File: src/rtl/stopwatch_ctrl.sv
// stopwatch_ctrl: button conditioning, 1 Hz prescaler and run/pause/lap FSM
// for the seconds counter and 7-seg display path.
// Optional feature macro: STOPWATCH_LAP_EN (lap freeze of the display).
// With the macro undefined, the lap key only clears from PAUSE and disp_hold is tied 0.

// Per-button conditioning: 2-FF sync, counted debounce, registered press pulse.
module sw_debounce #(
  parameter int DEBOUNCE_CYC = 500_000
) (
  input  logic clk,
  input  logic rst,
  input  logic btn_n_i,
  output logic press_o
);
  localparam int CW = $clog2(DEBOUNCE_CYC + 1);

  logic          sync1_q, sync2_q;
  logic          lvl_q, lvl_d;
  logic [CW-1:0] cnt_q, cnt_d;
  logic          press_q;

  // Level flips only after DEBOUNCE_CYC consecutive mismatching samples.
  always_comb begin
    lvl_d = lvl_q;
    cnt_d = '0;
    if (sync2_q != lvl_q) begin
      if (cnt_q == CW'(DEBOUNCE_CYC - 1)) lvl_d = sync2_q;
      else                                cnt_d = cnt_q + 1'b1;
    end
  end

  // Sync chain, debounce state and press pulse; released (1) after reset.
  always_ff @(posedge clk or posedge rst) begin
    if (rst) begin
      sync1_q <= 1'b1;
      sync2_q <= 1'b1;
      lvl_q   <= 1'b1;
      cnt_q   <= '0;
      press_q <= 1'b0;
    end else begin
      sync1_q <= btn_n_i;
      sync2_q <= sync1_q;
      lvl_q   <= lvl_d;
      cnt_q   <= cnt_d;
      press_q <= lvl_q & ~lvl_d;
    end
  end

  assign press_o = press_q;
endmodule

module stopwatch_ctrl #(
  parameter int CLK_HZ       = 50_000_000,
  parameter int TICK_HZ      = 1,
  parameter int DEBOUNCE_CYC = 500_000
) (
  input  logic       clk,
  input  logic       rst,
  input  logic       btn_start_n,
  input  logic       btn_lap_n,
  output logic       tick_out,
  output logic       cnt_clr,
  output logic       disp_hold,
  output logic       running,
  output logic [1:0] state
);
  localparam int TICK_DIV = CLK_HZ / TICK_HZ;
  localparam int PW       = $clog2(TICK_DIV);

  typedef enum logic [1:0] {IDLE = 2'b00, RUN = 2'b01, PAUSE = 2'b10, LAP = 2'b11} state_t;

  // Lane 0 = start key, lane 1 = lap key.
  logic [1:0] btn_n, press;
  assign btn_n = {btn_lap_n, btn_start_n};

  for (genvar g = 0; g < 2; g++) begin : g_btn
    sw_debounce #(.DEBOUNCE_CYC(DEBOUNCE_CYC)) u_db (
      .clk    (clk),
      .rst    (rst),
      .btn_n_i(btn_n[g]),
      .press_o(press[g])
    );
  end

  logic s_ev, l_ev;
  assign s_ev = press[0];
  assign l_ev = press[1];

  state_t        state_q, state_d;
  logic [PW-1:0] presc_q, presc_d;
  logic          tick_q, tick_d;
  logic          clr_q, clr_d;
  logic          run_q;

  // Next state, prescaler advance and output pulses; start wins over lap.
  always_comb begin
    state_d = state_q;
    presc_d = presc_q;
    tick_d  = 1'b0;
    clr_d   = 1'b0;
    // Prescaler runs off the current state, so a wrap on the exit cycle still ticks.
    if (state_q == RUN || state_q == LAP) begin
      if (presc_q == PW'(TICK_DIV - 1)) begin
        presc_d = '0;
        tick_d  = 1'b1;
      end else begin
        presc_d = presc_q + 1'b1;
      end
    end
    case (state_q)
      IDLE:  if (s_ev) state_d = RUN;
      RUN: begin
        if (s_ev) state_d = PAUSE;
`ifdef STOPWATCH_LAP_EN
        else if (l_ev) state_d = LAP;
`endif
      end
      LAP: begin
        if (s_ev)      state_d = PAUSE;
        else if (l_ev) state_d = RUN;
      end
      PAUSE: begin
        if (s_ev) state_d = RUN;
        else if (l_ev) begin
          state_d = IDLE;
          clr_d   = 1'b1;
          presc_d = '0;
        end
      end
    endcase
  end

  // State, prescaler and registered outputs.
  always_ff @(posedge clk or posedge rst) begin
    if (rst) begin
      state_q <= IDLE;
      presc_q <= '0;
      tick_q  <= 1'b0;
      clr_q   <= 1'b0;
      run_q   <= 1'b0;
    end else begin
      state_q <= state_d;
      presc_q <= presc_d;
      tick_q  <= tick_d;
      clr_q   <= clr_d;
      run_q   <= (state_d == RUN) || (state_d == LAP);
    end
  end

`ifdef STOPWATCH_LAP_EN
  logic hold_q;
  // Display freeze mirrors the LAP state, registered alongside it.
  always_ff @(posedge clk or posedge rst) begin
    if (rst) hold_q <= 1'b0;
    else     hold_q <= (state_d == LAP);
  end
  assign disp_hold = hold_q;
`else
  assign disp_hold = 1'b0;
`endif

  assign tick_out = tick_q;
  assign cnt_clr  = clr_q;
  assign running  = run_q;
  assign state    = state_q;
endmodule

File: config.mk
export PLATFORM = sky130hd
export DESIGN_NAME = stopwatch_ctrl
export DESIGN_NICKNAME = d
export VERILOG_FILES = /design/src/rtl/stopwatch_ctrl.sv
export SDC_FILE = /design/constraint.sdc
export NUM_CORES = 1
export LEC_CHECK = 0
export CORE_MARGIN = 2
export CORE_UTILIZATION = 40
export DETAILED_ROUTE_END_ITERATION = 8
export DONT_BUFFER_PORTS = 1
export GPL_TIMING_DRIVEN = 0
export PLACE_DENSITY = 0.65
export SKIP_LAST_GASP = 1
export SLEW_MARGIN = 5
export SYNTH_ARGS = -nofsm -noshare
export SYNTH_HDL_FRONTEND = slang
export SYNTH_SLANG_ARGS = --single-unit
File: constraint.sdc
create_clock -name clk -period 6.8 [get_ports clk]
set_input_delay 0.68 -clock clk [delete_from_list [all_inputs] [get_ports clk]]
set_output_delay 0.68 -clock clk [all_outputs]
set_load 0.01 [all_outputs]
==> Word level (Yosys, flattened, before mapping) <==
Cells that the tools add are included.
{ "word_totals": {"ff_bits": 77, "in_bits": 4, "out_inout_bits": 6, "word_cells": 60} }
{ "classes": {"n_addsub": 3, "eq_ne": 10, "n_mux": 25, "bitwise": 4, "n_reduce_logical": 3} }
{ "ops": {"columns": ["op", "count"], "rows": [
  ["two-way mux 26 bit", 5],
  ["two-way mux 19 bit", 4],
  ["adder 19 x 1 -> 19 bit (second input constant)", 2],
  ["== test 19 bit (second input constant)", 2],
  ["adder 26 x 1 -> 26 bit (second input constant)", 1],
  ["== test 26 bit (second input constant)", 1],
  ["two-way mux 2 bit", 6],
  ["two-way mux 1 bit", 9],
  ["one-hot mux 2 bit (4 select lines)", 1],
  ["== test 2 bit (second input constant)", 3],
  ["== test 2 x 1 -> 1 bit (second input constant)", 2],
  ["bitwise AND 1 bit", 2],
  ["zero test 2 bit", 1],
  ["logical OR 1 bit", 2],
  ["!= test 1 bit", 2],
  ["inverter 1 bit", 2]
]} }

==> Longest topological paths before layout <==
{ "logic_depth": {"word_depth": 6, "depth_mapped": 7, "depth_no_buf": 5} }

==> Modules after synthesis <==
Synthesis repeated with hierarchy kept, for this count alone.
{ "hier_totals": {"cells_unflattened": 379, "area_unflattened_um2": 3898.7} }
{ "by_module_without_submodules": {"columns": ["mod", "instances", "cells_each", "area_each_um2", "seq_area_each_um2"], "rows": [
  ["sw_debounce", 2, 108, 1158.6, 579.3],
  ["stopwatch_ctrl", 1, 163, 1581.5, 775.7]
]} }

==> Worst setup path after synthesis <==
Ideal clock, no wire load.
{ "synth_timing": {"path_type": "register to register", "from": "reg running (netlist name)", "to": "reg presc_q[24]", "setup_ps": 73, "arrival_ps": 1828, "required_ps": 6727, "path_slack_ps": 4899, "stages_incl_launch_ff": 6, "path_buffers": 1, "period_less_slack_ps": 1901, "path_cell_list": "dfrtp_1 buf_4 nand4_1 or4_4 or4_4 a21oi_2"} }
{ "synth_lines": {"columns": ["element", "line", "text"], "rows": [
  ["end signal: assignment", "143", "presc_q <= presc_d;"],
  ["end: declaration", "90", "logic [PW-1:0] presc_q, presc_d;"]
]} }

==> Final worst setup path <==
{ "layout_timing": {"from": "reg g_btn[0].u_db.cnt_q[0]", "to": "reg g_btn[0].u_db.cnt_q[7]"} }
{ "layout_via": {"elab_chain_len": 3, "elab_cells_between_ends": 4, "classes_between": "1 x add/sub; 1 x eq/ne; 2 x mux"} }
{ "layout_rtl": {"columns": ["element", "line", "text"], "rows": [
  ["start: declaration", "19", "logic [CW-1:0] cnt_q, cnt_d;"],
  ["start signal: assignment", "44", "cnt_q <= cnt_d;"],
  ["adder 19 x 1 -> 19 bit / == test 19 bit (equally long branches)", "28, 27", null],
  ["two-way mux 19 bit (*)", "27", "if (cnt_q == CW'(DEBOUNCE_CYC - 1)) lvl_d = sync2_q;"],
  ["two-way mux 19 bit (*)", "26", "if (sync2_q != lvl_q) begin"],
  ["net g_btn[0].u_db.cnt_d[7]", "19", null]
]} }
Mark *: on every way through the listed nets, which the timed path passes. The rest lies on a longest branch.

==> metrics.md <==
| Metric | Value |
|---|---|
| Fin crit share | 33.3% |
| Slowest cell on the critical path | o31ai_4 |
| Yosys warns | 0 |
| Hold Fails Final Rpt | 0 |
| I/O pin cnt | 10 |
| CTS Root Cell | clkbuf_8 |
| Yosys cell types | 40 |
| Setup violators final | 0 |
| Synthesized instance count | 379 |
| Die Area | 10300 sq um |
| Critical path peak fanout | 10 |
| Register area share after synthesis | around 50% |
| Vias per inst | 5.35 |
| Die height | 102 um |
| Leak Pwr | 1.65 nW |
| CTS Buf Count | 9 |
| CTS resizes | 0 |
| R2R Setup Slk | 4.54 ns |
| Post-DRT Antenna Nets | 0 |
| Clk Latency, worst-skew pair | 0.35 ns |
| Worst-path clk slew | 0.09 ns |
| FFs w/ async S/R, synth | 100% |
| Cell area after synthesis | 3800 sq um |
| Placed Cells incl. Taps | around 510 |
| H-tree Lvls | 3 |
| Commonest non-fill, non-tap cell in the layout | dfrtp_1 |
| Avg Inst Size Synth | 10.0 sq um |
| DP Area | 3990 sq um |
| Status | completed |
| Design Power | 786 uW |
| Tmin final | 2.26 ns |
| Post-Synth XOR/XNOR Area | roughly 8.8% |
| First-pass GRT wire length | 12.5 mm |
| Post-synth EDFFs | 0 |
| Worst Max-Slew Pin Slew | around 0.87 ns |
| Clock Tree Buf Depth | 2 |
| Initial Util | roughly two fifths |
| Max Slew Vio Count | 0 |
| Largest net degree at the start of global routing | 53 |
| Design area | ~4200 sq um |
| Initial antenna violation count | 0 |
| Post-CTS Setup Bufs | 0 |
| Total Wirelength | ~7 mm |
| TritonCTS clock tree | yes |
| Capturing point of the worst reg2reg path | g_btn[0].u_db.cnt_q[7]$_DFF_PP0_ |
| VDD IR max | around 0.096 mV |
| Number of global-route vias before repair | 2705 |
| Syn Nets | 387 |
| FF-to-FF Start | g_btn[0].u_db.cnt_q[0]$_DFF_PP0_ |
| Max_cap viols | 0 |
| Worst EP arrival | approximately 2.5 ns |
| Cells on worst reg2reg path | 7 |
| Most frequent cells in the layout | dfrtp_1 (70), nor2_1 (41), a21oi_1 (23) |
| HP Class | in2async |
| Initial drt markers | 125 |
| CTS sink count | 76 |
| WL per Instance | approximately 13 um |
| Layout Cells excl Fill | 525 |
| Pwr dens | ~190 nW/um^2 |
| Chip width | 102 um |
| Final #Nets | 399 |
| Synth Area in Compound Gates | 8.26% |
| Crit. End Element | register |
| # diodes | 0 |
| Filler cells | slightly below 900 |
| Pre-antenna DRT Iters | 4 |
| Via count | 2811 |
| GRT Residual Overflow | 0 |
| Clk_skew | about 0.0097 ns |
| Critical path cell sequence | ha_1 > and4_1 > clkbuf_1 > nand4_2 > o31ai_4 > buf_4 > nor2_1 |
| FF+latch count, synth | 76 |
| Port buffer count | 0 |
| CP peak stage delay | 0.47 ns |
| GPL Wtd Cong | ~0.77 |
| CORE AREA | 9240 sq um |
| Setup TNS Final | 0 ns |
| Layout cells sized above 1 | 12.6% |
| Post-Synth Adder-Cell Area | 1.32% |
| Critical Path Start Type | register |
| Area growth from synthesis to layout | 9.48% |
| Multiplexer area fraction after synthesis | less than 1% |
| Rows | 35 |
| Simple-gate share of the synthesized area | 27.8% |
| Main combinational cell family by area after synthesis | simple AND/OR/NAND/NOR gates |
| Kind of critical path | reg2reg |
| Main flop type after synthesis | dfrtp_1 |
| Critical Path RT | approximately 7 ns |
| Fmax | between 0.4 and 0.5 GHz |
| GRT Resource Usage Total | between 10% and 20% |
| DP Wirelength | approximately 4.8 mm |
| Relative slew slack | about two fifths |
| Unrepaired setup endpoints after global routing | no |
| Drt drc | 0 |
| CTS Hold Bufs | 0 |
[layout make-up]
cell class              count  area, sq um  share of cell area (%)
plain buffers              15         76.3                    1.83
clock buffers              10          128                    3.07
clock inverters             6         41.3                   0.992
inverters                   7         28.8                   0.691
multi-input cells         281         1790                    43.0
flip-flops and latches     76         1910                    45.9
well taps                 129          161                    3.88
repair buffers              1         27.5                   0.661
[metal layers]
metal  part of all wire (%)  track usage [%]  up-vias
li1                       -                -     1393
met1                     48             20.7     1378
met2                     47             23.9       32
met3                    3.1             4.35        8
met4                    1.3             4.78        0
met5                      0                0        -
[sequential cells by signal (all words and copies together) (netlist names), 2 cells and up]
name,count
g_btn.u_db.cnt_q,38
presc_q,26
g_btn.u_db.lvl_q,2
g_btn.u_db.press_o,2
g_btn.u_db.sync1_q,2
g_btn.u_db.sync2_q,2
[critical path: cells and delay by family (launching register included)]
kind / cells / cell delay [ns]
buf+inv: 2 / 0.53
compound gates: 1 / 0.47
simple gates: 3 / 0.49
fa+ha+maj: 1 / 0.24
flops: 1 / 0.40
[stage by stage]
stage	utilization [%]	setup WS, ns	hold WS, ns
after floorplan	-	4.19	0.345
after global placement	42.9	3.34	0.346
after detailed placement	43.2	4.53	0.348
after CTS	45.1	4.52	0.163
after global routing	45.1	4.33	0.170
final	45.1	4.54	0.159
[worst max path at each step]
stage / startpoint / endpoint / slack, ns / cells after the start
after floorplan: rst / cnt_clr$_DFF_PP0_ / 4.19 / 1
after global placement: rst / g_btn[1].u_db.cnt_q[2]$_DFF_PP0_ / 3.34 / 1
after detailed placement: g_btn[0].u_db.cnt_q[0]$_DFF_PP0_ / g_btn[0].u_db.cnt_q[7]$_DFF_PP0_ / 4.53 / 7
after CTS: g_btn[0].u_db.cnt_q[0]$_DFF_PP0_ / g_btn[0].u_db.cnt_q[11]$_DFF_PP0_ / 4.52 / 7
after global routing: g_btn[0].u_db.cnt_q[0]$_DFF_PP0_ / g_btn[0].u_db.cnt_q[6]$_DFF_PP0_ / 4.33 / 7
final: g_btn[0].u_db.cnt_q[0]$_DFF_PP0_ / g_btn[0].u_db.cnt_q[7]$_DFF_PP0_ / 4.54 / 7
[where the power goes]
part           internal [mW]  switching, mW  total (mW)
logic                0.00664         0.0158      0.0224
clock network          0.132          0.172       0.303
registers              0.457        0.00355       0.460
total                  0.595          0.191       0.786
[cells in the mapped netlist, types with 4 or more instances]
cell	count	area [sq um]
dfstp_2	6	158
nor3_1	7	35.0
clkbuf_1	7	26.3
nor4_1	9	56.3
xnor2_1	18	158
nand4_1	20	125
or4_1	6	45.0
o31ai_1	6	45.0
xor2_1	20	175
nor4b_1	4	35.0
buf_4	4	30.0
and2_1	5	31.3
a21oi_1	23	115
o21ai_0	18	90.1
or2_2	4	25.0
or3_1	18	113
ha_1	4	50.1
nand2_1	21	78.8
nand2b_1	4	25.0
dfrtp_1	70	1750
nor2_1	41	154
nand3_1	19	95.1
inv_1	7	26.3
and4_1	10	87.6
[kinds of logic (layout without fill, tap and decap cells)]
logic type | Yosys count | count (layout)
xor gates and xnor gates | 38 | 38
adders and majority gates | 4 | 4
DFF | 76 | 76
AOI/OAI and AO/OA | 51 | 51
and+or+nand+nor | 184 | 184
buffers and inverters | 22 | 39
muxes | 3 | 3
other | 1 | 1
Power figures use the tool's default switching activity.
